**src/rtl/can_frame_transmitter.sv**
```systemverilog
// rtl/can_frame_transmitter.sv - CAN 2.0 frame serializer with bit stuffing, CRC-15, arbitration/bit/ACK monitoring
// Define CAN_TX_EXTENDED_EN to enable 29-bit extended identifier frames.
module can_frame_transmitter #(
  parameter int IFS_BITS    = 3,
  parameter int STUFF_LIMIT = 5
) (
  input  logic        i_clock,
  input  logic        i_reset,
  input  logic        i_tx_point,
  input  logic        i_sample_point,
  input  logic        i_can_rx,
  input  logic        i_start,
  input  logic [28:0] i_id,
  input  logic        i_ide,
  input  logic        i_rtr,
  input  logic [3:0]  i_dlc,
  input  logic [63:0] i_data,
  output logic        o_can_tx,
  output logic        o_busy,
  output logic        o_done,
  output logic        o_arb_lost,
  output logic        o_bit_error,
  output logic        o_ack_error
);

  localparam logic [3:0] S_IDLE     = 4'd0;
  localparam logic [3:0] S_SOF      = 4'd1;
  localparam logic [3:0] S_ARB      = 4'd2;
  localparam logic [3:0] S_CTRL     = 4'd3;
  localparam logic [3:0] S_DATA     = 4'd4;
  localparam logic [3:0] S_CRC      = 4'd5;
  localparam logic [3:0] S_CRC_DEL  = 4'd6;
  localparam logic [3:0] S_ACK_SLOT = 4'd7;
  localparam logic [3:0] S_ACK_DEL  = 4'd8;
  localparam logic [3:0] S_EOF      = 4'd9;
  localparam logic [3:0] S_IFS      = 4'd10;

  logic [3:0]  r_state;
  logic [6:0]  r_cnt;
  logic [31:0] r_arb;
  logic [5:0]  r_arb_last;
  logic [5:0]  r_ctrl;
  logic [63:0] r_data;
  logic [6:0]  r_data_len;
  logic [14:0] r_crc;
  logic [3:0]  r_stuff_cnt;
  logic        r_last_bit;
  logic        r_tx;
  logic        r_armed;
  logic        r_tx_arb;
  logic        r_tx_ack;
  logic        r_tx_final;
  logic        r_done;
  logic        r_arb_lost;
  logic        r_bit_error;
  logic        r_ack_error;

  logic        w_ext;
  logic [31:0] w_arb_vec;
  logic [3:0]  w_bytes;
  logic [6:0]  w_data_len;
  logic        w_field_bit;
  logic        w_field_last;
  logic [3:0]  w_next_state;
  logic        w_in_stuff;
  logic        w_stuff_now;
  logic        w_crc_fb;
  logic [14:0] w_crc_next;

`ifdef CAN_TX_EXTENDED_EN
  assign w_ext     = i_ide;
  assign w_arb_vec = w_ext ? {i_id[28:18], 1'b1, 1'b1, i_id[17:0], i_rtr}
                           : {i_id[10:0], i_rtr, 20'd0};
`else
  logic w_unused;
  assign w_unused  = ^{i_ide, i_id[28:11]};
  assign w_ext     = 1'b0;
  assign w_arb_vec = {i_id[10:0], i_rtr, 20'd0};
`endif

  assign w_bytes    = (i_dlc > 4'd8) ? 4'd8 : i_dlc;
  assign w_data_len = i_rtr ? 7'd0 : {w_bytes, 3'b000};

  // Field bit to send next, whether it closes its field, and the following state.
  always_comb begin
    w_field_bit  = 1'b1;
    w_field_last = 1'b1;
    w_next_state = r_state;
    case (r_state)
      S_SOF: begin
        w_field_bit  = 1'b0;
        w_next_state = S_ARB;
      end
      S_ARB: begin
        w_field_bit  = r_arb[31];
        w_field_last = (r_cnt == {1'b0, r_arb_last});
        w_next_state = S_CTRL;
      end
      S_CTRL: begin
        w_field_bit  = r_ctrl[5];
        w_field_last = (r_cnt == 7'd5);
        w_next_state = (r_data_len == 7'd0) ? S_CRC : S_DATA;
      end
      S_DATA: begin
        w_field_bit  = r_data[63];
        w_field_last = (r_cnt == r_data_len - 7'd1);
        w_next_state = S_CRC;
      end
      S_CRC: begin
        w_field_bit  = r_crc[14];
        w_field_last = (r_cnt == 7'd14);
        w_next_state = S_CRC_DEL;
      end
      S_CRC_DEL:  w_next_state = S_ACK_SLOT;
      S_ACK_SLOT: w_next_state = S_ACK_DEL;
      S_ACK_DEL:  w_next_state = S_EOF;
      S_EOF: begin
        w_field_last = (r_cnt == 7'd6);
        w_next_state = S_IFS;
      end
      S_IFS: begin
        w_field_last = (r_cnt == 7'(IFS_BITS - 1));
        w_next_state = S_IFS;
      end
      default: ;
    endcase
  end

  // CRC_DEL is included so a stuff bit owed after the last CRC bit still goes out.
  assign w_in_stuff  = (r_state >= S_SOF) && (r_state <= S_CRC_DEL);
  assign w_stuff_now = w_in_stuff && (r_stuff_cnt == 4'(STUFF_LIMIT));
  assign w_crc_fb    = w_field_bit ^ r_crc[14];
  assign w_crc_next  = {r_crc[13:0], 1'b0} ^ (w_crc_fb ? 15'h4599 : 15'h0000);

  always_ff @(posedge i_clock) begin
    if (i_reset) begin
      r_state     <= S_IDLE;
      r_cnt       <= 7'd0;
      r_arb       <= 32'd0;
      r_arb_last  <= 6'd0;
      r_ctrl      <= 6'd0;
      r_data      <= 64'd0;
      r_data_len  <= 7'd0;
      r_crc       <= 15'd0;
      r_stuff_cnt <= 4'd0;
      r_last_bit  <= 1'b1;
      r_tx        <= 1'b1;
      r_armed     <= 1'b0;
      r_tx_arb    <= 1'b0;
      r_tx_ack    <= 1'b0;
      r_tx_final  <= 1'b0;
      r_done      <= 1'b0;
      r_arb_lost  <= 1'b0;
      r_bit_error <= 1'b0;
      r_ack_error <= 1'b0;
    end else begin
      r_done      <= 1'b0;
      r_arb_lost  <= 1'b0;
      r_bit_error <= 1'b0;
      r_ack_error <= 1'b0;
      if (r_state == S_IDLE) begin
        if (i_start) begin
          r_state     <= S_SOF;
          r_cnt       <= 7'd0;
          r_arb       <= w_arb_vec;
          r_arb_last  <= w_ext ? 6'd31 : 6'd11;
          r_ctrl      <= {2'b00, i_dlc};
          r_data      <= i_data;
          r_data_len  <= w_data_len;
          r_crc       <= 15'd0;
          r_stuff_cnt <= 4'd0;
          r_armed     <= 1'b0;
        end
      end else if (i_tx_point) begin
        r_armed    <= 1'b1;
        r_tx_arb   <= (r_state == S_ARB);
        r_tx_ack   <= (r_state == S_ACK_SLOT);
        r_tx_final <= (r_state == S_IFS) && w_field_last;
        if (w_stuff_now) begin
          r_tx        <= ~r_last_bit;
          r_last_bit  <= ~r_last_bit;
          r_stuff_cnt <= 4'd1;
        end else begin
          r_tx <= w_field_bit;
          if (r_state <= S_CRC) begin
            r_stuff_cnt <= (r_stuff_cnt != 4'd0 && w_field_bit == r_last_bit) ?
                           r_stuff_cnt + 4'd1 : 4'd1;
            r_last_bit  <= w_field_bit;
          end else begin
            r_stuff_cnt <= 4'd0;
          end
          if (r_state <= S_DATA) r_crc <= w_crc_next;
          if (r_state == S_CRC)  r_crc <= {r_crc[13:0], 1'b0};
          if (r_state == S_ARB)  r_arb <= {r_arb[30:0], 1'b0};
          if (r_state == S_CTRL) r_ctrl <= {r_ctrl[4:0], 1'b0};
          if (r_state == S_DATA) r_data <= {r_data[62:0], 1'b0};
          if (w_field_last) begin
            if (r_state != S_IFS) begin
              r_state <= w_next_state;
              r_cnt   <= 7'd0;
            end
          end else begin
            r_cnt <= r_cnt + 7'd1;
          end
        end
      end else if (i_sample_point && r_armed) begin
        r_armed <= 1'b0;
        if (r_tx_ack) begin
          if (i_can_rx) begin
            r_ack_error <= 1'b1;
            r_tx        <= 1'b1;
            r_state     <= S_IDLE;
          end
        end else if (i_can_rx != r_tx) begin
          // Recessive overwritten during arbitration is a lost contest, not an error.
          if (r_tx_arb && r_tx) r_arb_lost <= 1'b1;
          else                  r_bit_error <= 1'b1;
          r_tx    <= 1'b1;
          r_state <= S_IDLE;
        end else if (r_tx_final) begin
          r_done  <= 1'b1;
          r_state <= S_IDLE;
        end
      end
    end
  end

  assign o_can_tx    = r_tx;
  assign o_busy      = (r_state != S_IDLE);
  assign o_done      = r_done;
  assign o_arb_lost  = r_arb_lost;
  assign o_bit_error = r_bit_error;
  assign o_ack_error = r_ack_error;

endmodule
```
**config.mk**
```make
export PLATFORM = sky130hd
export DESIGN_NAME = can_frame_transmitter
export DESIGN_NICKNAME = d
export VERILOG_FILES = /design/src/rtl/can_frame_transmitter.sv
export SDC_FILE = /design/constraint.sdc
export NUM_CORES = 1
export LEC_CHECK = 0
export CORE_UTILIZATION = 35
export DETAILED_ROUTE_END_ITERATION = 10
export PLACE_DENSITY_LB_ADDON = 0.2
export SYNTH_ARGS = -nofsm -noshare
export SYNTH_HDL_FRONTEND = slang
export SYNTH_SLANG_ARGS = --single-unit
export TNS_END_PERCENT = 1
```
**constraint.sdc**
```tcl
create_clock -name i_clock -period 3.4 [get_ports i_clock]
set_input_delay 0.68 -clock i_clock [delete_from_list [all_inputs] [get_ports i_clock]]
set_output_delay 0.68 -clock i_clock [all_outputs]
set_load 0.02 [all_outputs]
```
==> flow_summary.html <==
<table>
<tr><th>Metric</th><th>Value</th></tr>
<tr><th colspan="2">Critical path</th></tr>
<tr><td>Cell type of the slowest stage on the worst timing path</td><td>clkdlybuf4s50_1</td></tr>
<tr><td>Delay-heaviest family, CP</td><td>buffers and inverters</td></tr>
<tr><td>Critical Path Max Stage Delay</td><td>0.60 ns</td></tr>
<tr><td>R2R Path End</td><td>r_state[1]</td></tr>
<tr><td>Crit Reg-Reg Startpoint</td><td>r_state[1]</td></tr>
<tr><td>Worst reg-to-reg setup slack</td><td>roughly 0.47 ns</td></tr>
<tr><td>Critical path start-end classification</td><td>reg -&gt; out</td></tr>
<tr><td>Ordered cell list for the critical path</td><td>buf_4 -&gt; nor4_4 -&gt; inv_2 -&gt; clkdlybuf4s50_1</td></tr>
<tr><td>Arrival time at the worst endpoint</td><td>2.53 ns</td></tr>
<tr><td>Cell depth of the worst flop-to-flop path</td><td>8</td></tr>
<tr><td>Buf+Inv Stages, Crit Path</td><td>3</td></tr>
<tr><td>Max Fanout on Critical Path</td><td>17</td></tr>
<tr><td>Req. time, crit path</td><td>2.72 ns</td></tr>
<tr><td>Kind of end point of the critical path</td><td>output port</td></tr>
<tr><td>Category of the worst setup path launch point</td><td>flip-flop</td></tr>
<tr><th colspan="2">STA</th></tr>
<tr><td>Max-slew headroom at the worst pin</td><td>a little over half</td></tr>
<tr><td>F_max</td><td>311.1 MHz</td></tr>
<tr><td>Setup slack of the critical path after layout</td><td>between 0.15 and 0.2 ns</td></tr>
<tr><td>Shortest period the worst path allows</td><td>3.214 ns</td></tr>
<tr><td>Final clock skew</td><td>between 0.008 and 0.009 ns</td></tr>
<tr><td># setup viols final</td><td>0</td></tr>
<tr><td>Number of endpoints with negative hold slack in the final report</td><td>0</td></tr>
<tr><td>Setup TNS after final layout</td><td>0 ns</td></tr>
<tr><td>Minimum hold slack</td><td>about 0.45 ns</td></tr>
<tr><td>Unrepaired setup endpoints after global routing</td><td>no</td></tr>
<tr><td>Pin slew with the least headroom to its limit</td><td>0.6798 ns</td></tr>
<tr><td>Share of the clock period used by the worst path</td><td>a little over nine tenths</td></tr>
<tr><td>Max-slew violation count</td><td>0</td></tr>
<tr><th colspan="2">Floorplan</th></tr>
<tr><td>Number of rows created at floorplan</td><td>48</td></tr>
<tr><td>Height of the die</td><td>135.3 um</td></tr>
<tr><td>Area of the die</td><td>between 15,000 and 20,000 sq um</td></tr>
<tr><td>Std-Cell Core Area</td><td>17,360 sq um</td></tr>
<tr><td>Starting density of the core</td><td>between 30% and 40%</td></tr>
<tr><td>IO Pins</td><td>around 110</td></tr>
<tr><td>Die outline width</td><td>135.3 um</td></tr>
<tr><th colspan="2">Clocking</th></tr>
<tr><td>Clock edge transition at the registers on the reported setup and hold paths</td><td>around 0.06 ns</td></tr>
<tr><td>Number of sinks handled by clock tree synthesis</td><td>roughly 130</td></tr>
<tr><td>CTS tree</td><td>built</td></tr>
<tr><td>Number of buffers inserted for hold repair after clock tree synthesis</td><td>0</td></tr>
<tr><td>Clk Tree Root Cell</td><td>clkbuf_16</td></tr>
<tr><td>Number of buffers inserted during clock tree synthesis</td><td>17</td></tr>
<tr><td>Maximum buffer depth of the clock tree</td><td>2</td></tr>
<tr><td>Count of cells resized by post-cts repair</td><td>0</td></tr>
<tr><td>Skew-Pair Late Insertion Delay</td><td>between 0.4 and 0.5 ns</td></tr>
<tr><td>Maximum level of the CTS H-tree</td><td>4</td></tr>
<tr><td>Number of setup buffers added after CTS</td><td>0</td></tr>
<tr><th colspan="2">GRT</th></tr>
<tr><td>All-Layer GR Usage</td><td>roughly 18%</td></tr>
<tr><td>Pin count of the biggest net entering global routing</td><td>~70</td></tr>
<tr><td>Vias in the first global route</td><td>~5,400</td></tr>
<tr><td>Antenna violations before repair</td><td>0</td></tr>
<tr><td>Total grt overflow</td><td>0</td></tr>
<tr><td>First-pass GRT wire length</td><td>25.96 mm</td></tr>
<tr><th colspan="2">Synthesis</th></tr>
<tr><td>Leading cell types by total area after synthesis</td><td>dfxtp_1 41%, nand2_1 11%, a311oi_1 10%, nor2_1 7.3%, a21oi_1 3.9%</td></tr>
<tr><td>Distinct cells, synth</td><td>70</td></tr>
<tr><td>Gate Count Post-Synth</td><td>814</td></tr>
<tr><td>Average cell area after synthesis</td><td>7.644 sq um</td></tr>
<tr><td>Prevailing post-synth register cell</td><td>dfxtp_1</td></tr>
<tr><td>Post-synthesis cell type with the largest combined area</td><td>dfxtp_1</td></tr>
<tr><td>Post-Synthesis Net Count</td><td>just over 900</td></tr>
<tr><td>Sequential element share of the synthesized area</td><td>between 40% and 50%</td></tr>
<tr><td>Share of flip-flops with an asynchronous set or reset</td><td>0%</td></tr>
<tr><td>Area of the mapped netlist</td><td>roughly 6200 sq um</td></tr>
<tr><td>Seq cells post-synth</td><td>between 100 and 150</td></tr>
<tr><td>Area fraction of the dominant cell type after synthesis</td><td>approximately two fifths</td></tr>
<tr><td>Number of flops mapped to enable cells by yosys</td><td>0</td></tr>
<tr><td>Yosys warning count</td><td>0</td></tr>
<tr><th colspan="2">Detailed routing</th></tr>
<tr><td>Vias per std cell</td><td>5.138</td></tr>
<tr><td>First-pass iteration count of the detailed router</td><td>7</td></tr>
<tr><td>Detailed Route Iter0 Violations</td><td>around 410</td></tr>
<tr><td>WL/cell</td><td>~14 um</td></tr>
<tr><td>Routed vias</td><td>between 5,000 and 6,000</td></tr>
<tr><td>Number of design rule violations left after detail routing</td><td>0</td></tr>
<tr><td>Antenna-violating nets left</td><td>0</td></tr>
<tr><td>Wirelength, routed</td><td>between 15 and 20 mm</td></tr>
<tr><th colspan="2">Status</th></tr>
<tr><td>Status</td><td>completed</td></tr>
<tr><th colspan="2">Power and ir drop</th></tr>
<tr><td>Cell Int Power</td><td>3.436 mW</td></tr>
<tr><td>Relative contribution of the clock network to total power</td><td>a little over a third</td></tr>
<tr><td>Power density normalized to cell area</td><td>roughly 640 nW/um^2</td></tr>
<tr><td>Combinational cell fraction of total power</td><td>26.6%</td></tr>
<tr><td>Worst IR drop on VDD</td><td>0.0002799 V</td></tr>
<tr><td>Share of total power in sequential cells</td><td>between 30% and 40%</td></tr>
<tr><td>Standby leakage power</td><td>just under 3 nW</td></tr>
<tr><td>Share of total power consumed by net switching</td><td>roughly a third</td></tr>
<tr><td>NetSw</td><td>~1.7 mW</td></tr>
<tr><th colspan="2">Finish</th></tr>
<tr><td>Filler cells</td><td>roughly 1,700</td></tr>
<tr><td>Layout Utilization</td><td>roughly 46%</td></tr>
<tr><td>Number of antenna repair diodes</td><td>0</td></tr>
<tr><td>Footprint of the multi-input gates</td><td>~3300 sq um</td></tr>
<tr><td>Total Nets Final</td><td>about 1,000</td></tr>
<tr><td>Sequential standard cell area</td><td>~2500 sq um</td></tr>
<tr><td>Ratio of cells with drive above 1 in the final layout</td><td>around 8.4%</td></tr>
<tr><td>Non-filler cells in the finished layout</td><td>~1,100</td></tr>
<tr><td>Layout overhead on the synthesized area</td><td>28.21%</td></tr>
<tr><th colspan="2">Place</th></tr>
<tr><td>Post-Place Setup Slack</td><td>0.4693 ns</td></tr>
<tr><td>Sum of net half-perimeters after detailed placement</td><td>roughly 10 mm</td></tr>
<tr><td>Number of placed instances, taps included</td><td>about 1,100</td></tr>
<tr><td>Number of I/O port buffers</td><td>91</td></tr>
<tr><td>Final RePlAce weighted congestion</td><td>~0.8</td></tr>
<tr><th colspan="2">Worst hold path</th></tr>
<tr><td>Hold wc startpoint</td><td>r_crc[1]</td></tr>
<tr><td>Hold path endpoint</td><td>r_crc[1]</td></tr>
<tr><td>Path type of the worst min-delay path</td><td>reg -&gt; reg</td></tr>
<tr><td>Cell depth of the worst min-delay path</td><td>2</td></tr>
<tr><th colspan="2">Flow run</th></tr>
<tr><td>Number of max-cap violations</td><td>0</td></tr>
</table>
## power by group through the flow
stage          Sequential (mW)  Clock, mW  Combinational (mW)
2_1_floorplan             1.89          0               0.974
3_3_place_gp              1.92          0                1.36
3_5_place_dp              1.93          0                1.37
4_1_cts                   1.90       1.91                1.38
5_1_grt                   1.93       1.97                1.54
6_report                  1.90       1.86                1.36
## state kept, by name, indices dropped and copies added (netlist names)
name	count
r_last_bit	1
r_data_len	4
r_stuff_cnt	4
r_tx_ack	1
o_can_tx	1
o_ack_error	1
r_arb	12
r_armed	1
o_bit_error	1
r_tx_final	1
o_arb_lost	1
r_data	64
r_tx_arb	1
r_arb_last	1
r_cnt	7
r_ctrl	6
r_state	4
o_done	1
r_crc	15
## metrics by stage
stage / instance area, sq um / power [mW]
2_1_floorplan: 6222 / 2.862
3_3_place_gp: 7373 / 3.288
3_5_place_dp: 7373 / 3.299
4_1_cts: 7978 / 5.185
5_1_grt: 7978 / 5.449
6_report: 7978 / 5.123
## layout by cell type (no fill, tap or decap), types with 17 or more instances in the layout
cell             Yosys  final
nand2_1            189    189
dfxtp_1            127    127
a21oi_1             48     48
nor2_1             121    121
clkdlybuf4s50_1      0     90
nand3_1             20     20
a311oi_1            74     74
o21ai_0             18     18
buf_4                4     26
clkbuf_16            0     17
## per-layer routing
| layer | track usage [%] | vias up | routed length [um] |
|---|---|---|---|
| met5 | 0 | - | 0 |
| met4 | 5.431 | 0 | 153 |
| met3 | 4.676 | 10 | 635 |
| met2 | 27.72 | 105 | 6838 |
| met1 | 23.96 | 2630 | 7667 |
| li1 | - | 3015 | - |
## layout make-up
type / instances / share of cell area (%)
multi-input combinational: 606 / 41.97
clock buffer: 20 / 5.725
inverter: 12 / 0.5646
clock inverter: 12 / 1.851
sequential: 127 / 31.87
timing repair buffer: 119 / 14.49
tap: 225 / 3.529
## cells by family (layout without fill, tap and decap cells)
| logic type | Yosys count | count (layout) | share of synthesized area [%] |
|---|---|---|---|
| flip-flops | 127 | 127 | 40.86 |
| multiplexers | 2 | 2 | 0.3218 |
| AND/OR/NAND/NOR | 390 | 390 | 27.35 |
| buffers and inverters | 81 | 163 | 5.429 |
| adder cells (fa/ha/maj) | 5 | 5 | 1.005 |
| AO/OA/AOI/OAI | 194 | 194 | 22.92 |
| XOR/XNOR | 15 | 15 | 2.111 |
## worst register-to-register path, stage by stage (launching register included)
cell,delay [ns]
dfxtp_1,0.75
xor2_1,0.18
a221oi_1,0.39
a31oi_1,0.16
a311oi_2,0.28
nand4_2,0.22
a32oi_2,0.39
a31oi_1,0.15
a2111oi_2,0.31
## cell usage after synthesis, types with 5 or more instances
library cell	count
xor2_1	11
nor2b_1	6
a311oi_1	74
clkbuf_1	51
nand2_1	189
buf_2	9
nand3_1	20
nand2b_1	5
a22oi_1	11
dfxtp_1	127
inv_1	12
nor3_1	10
o21ai_0	18
ha_1	5
nand3b_1	5
nor2_1	121
a21oi_1	48
## worst max-delay path by stage
stage	startpoint	to	slack (ns)	cells past startpoint
after floorplan	r_data_len[3]	r_state[1]	0.98	10
after global placement	r_state[1]	r_data[60]	0.52	10
after detailed placement	r_state[1]	r_state[1]	0.47	8
after CTS	r_state[1]	o_busy	0.15	4
after global routing	r_state[1]	o_busy	0.08	4
final	r_state[1]	o_busy	0.19	4
Note: power is estimated with default switching activity, not from simulation.
==> patch (same flow settings) <==
Compare `r_stuff_cnt` against `4'(STUFF_LIMIT)` with >= in place of ==.
--- a/src/rtl/can_frame_transmitter.sv
+++ b/src/rtl/can_frame_transmitter.sv
@@ -128,7 +128,7 @@
 
   // CRC_DEL is included so a stuff bit owed after the last CRC bit still goes out.
   assign w_in_stuff  = (r_state >= S_SOF) && (r_state <= S_CRC_DEL);
-  assign w_stuff_now = w_in_stuff && (r_stuff_cnt == 4'(STUFF_LIMIT));
+  assign w_stuff_now = w_in_stuff && (r_stuff_cnt >= 4'(STUFF_LIMIT));
   assign w_crc_fb    = w_field_bit ^ r_crc[14];
   assign w_crc_next  = {r_crc[13:0], 1'b0} ^ (w_crc_fb ? 15'h4599 : 15'h0000);
 
Behaviour: no difference found for any inputs over 4 cycles, from zero or initial values and one cycle with i_reset high; that may be too few to reach the edited logic, so the function may still have changed.
==> patch against the original RTL <==
  * Setup slack better by 0.15 ns
  * Area after synthesis down 0.78%
  * Sequential cell count unchanged
  * Critical endpoint unchanged
  * Wire length down 0.25%
  * Critical path type unchanged
  * Core utilization down 0.35 points
  * First-iteration DRC count shrank 12%
  * Cell area shrank 1.4%
  * Clock power rose by 2%
  * Power fell by 10%
==> patch: results (changes against the original RTL) <==
* Status: completed
* M3 GR Usage at 4.62% (-0.059 points)
* Drt pass-1 iters at 5 (-2)
* Post-synth top cells: nand2_1, dfxtp_1, nor2_1
* Post-DP HPWL at 10,000 um (-0.34%)
* Total GRT Usage at 17.5% (-0.29 points)
* Adder-Cell Fraction of Synth Area at 1.01% (+0.0079 points)
* Via-per-instance ratio at 5.21 (+1.5%)
* Arrival time worst endpoint at 2.38 ns (-0.15 ns)
* Fill cells at 1,702 (-0.58%)
* Distinct cell type count after synthesis at 59 (-16%)
* Synth Area in XOR/XNOR at 2.51% (+0.40 points)
* WL/cell at 13.9 um (+1.6%)
* Mux cell area share after synthesis at 0% (-0.32 points)
* Slowest CP cell: dfxtp_1
* First-pass GRT wire length at 25,700 um (-1.0%)
* Final nets at 972 (-2.1%)
* Compound-Gate Fraction of Synth Area at 22.3% (-0.59 points)
* Largest stage delay on the critical path at 0.79 ns (+0.19 ns)
* Top post-synthesis cells by area: dfxtp_1, a311oi_1, nand2_1
* Static Leak at 2.88 nW (-1.8%)
* Met3 WL at 612 um (-3.6%)
* Via Count at 5,736 (-0.42%)
* Max_slew headroom at 46.9% (-7.8 points)
* Placed standard-cell area at 7240 um^2 (-1.8%)
* Post-synthesis sequential area ratio at 41.2% (+0.32 points)
* Largest net degree at the start of global routing at 78 (+15%)
* Pre-CTS setup slack at 0.415 ns (-0.0539 ns)
* Synthesized instance count at 799 (-1.8%)
* Vias in the first global route at 5,136 (-4.3%)
* Clock Skew at 0.0116 ns (+0.00260 ns)
* Grt met2 use at 25.0% (-2.7 points)
* Met1 Track Usage GR at 25.2% (+1.3 points)
* Max VDD drop at 0.369 mV (+32%)
* Routability cong. at 0.813 (+1.8%)
[patch: power breakdown]
group	leakage (nW)	total [mW]	internal, mW	switching, mW
logic	1.54	0.920	0.381	0.539
registers	1.04	1.78	1.68	0.107
clock network	0.300	1.90	1.23	0.676
total	2.88	4.60	3.28	1.32
[patch: path summary, 6_finish.rpt]
check	startpoint	endpoint	slack, ns	cells past startpoint
max	r_state[1]	o_busy	0.34	4
min	r_crc[5]	r_crc[5]	0.45	2
max reg2reg	r_state[1]	r_state[2]	0.46	8
min reg2reg	r_crc[5]	r_crc[5]	0.45	2
[patch: final cells by class]
type                    instances  area (um^2)  share of cell area, %
clock buffers                  18          429                   5.46
clock inverters                14          190                   2.42
inverters                      18         67.6                  0.859
multi-input cells             586         3260                   41.5
flip-flops and latches        127         2540                   32.3
well taps                     225          282                   3.58
repair buffers                112         1090                   13.9
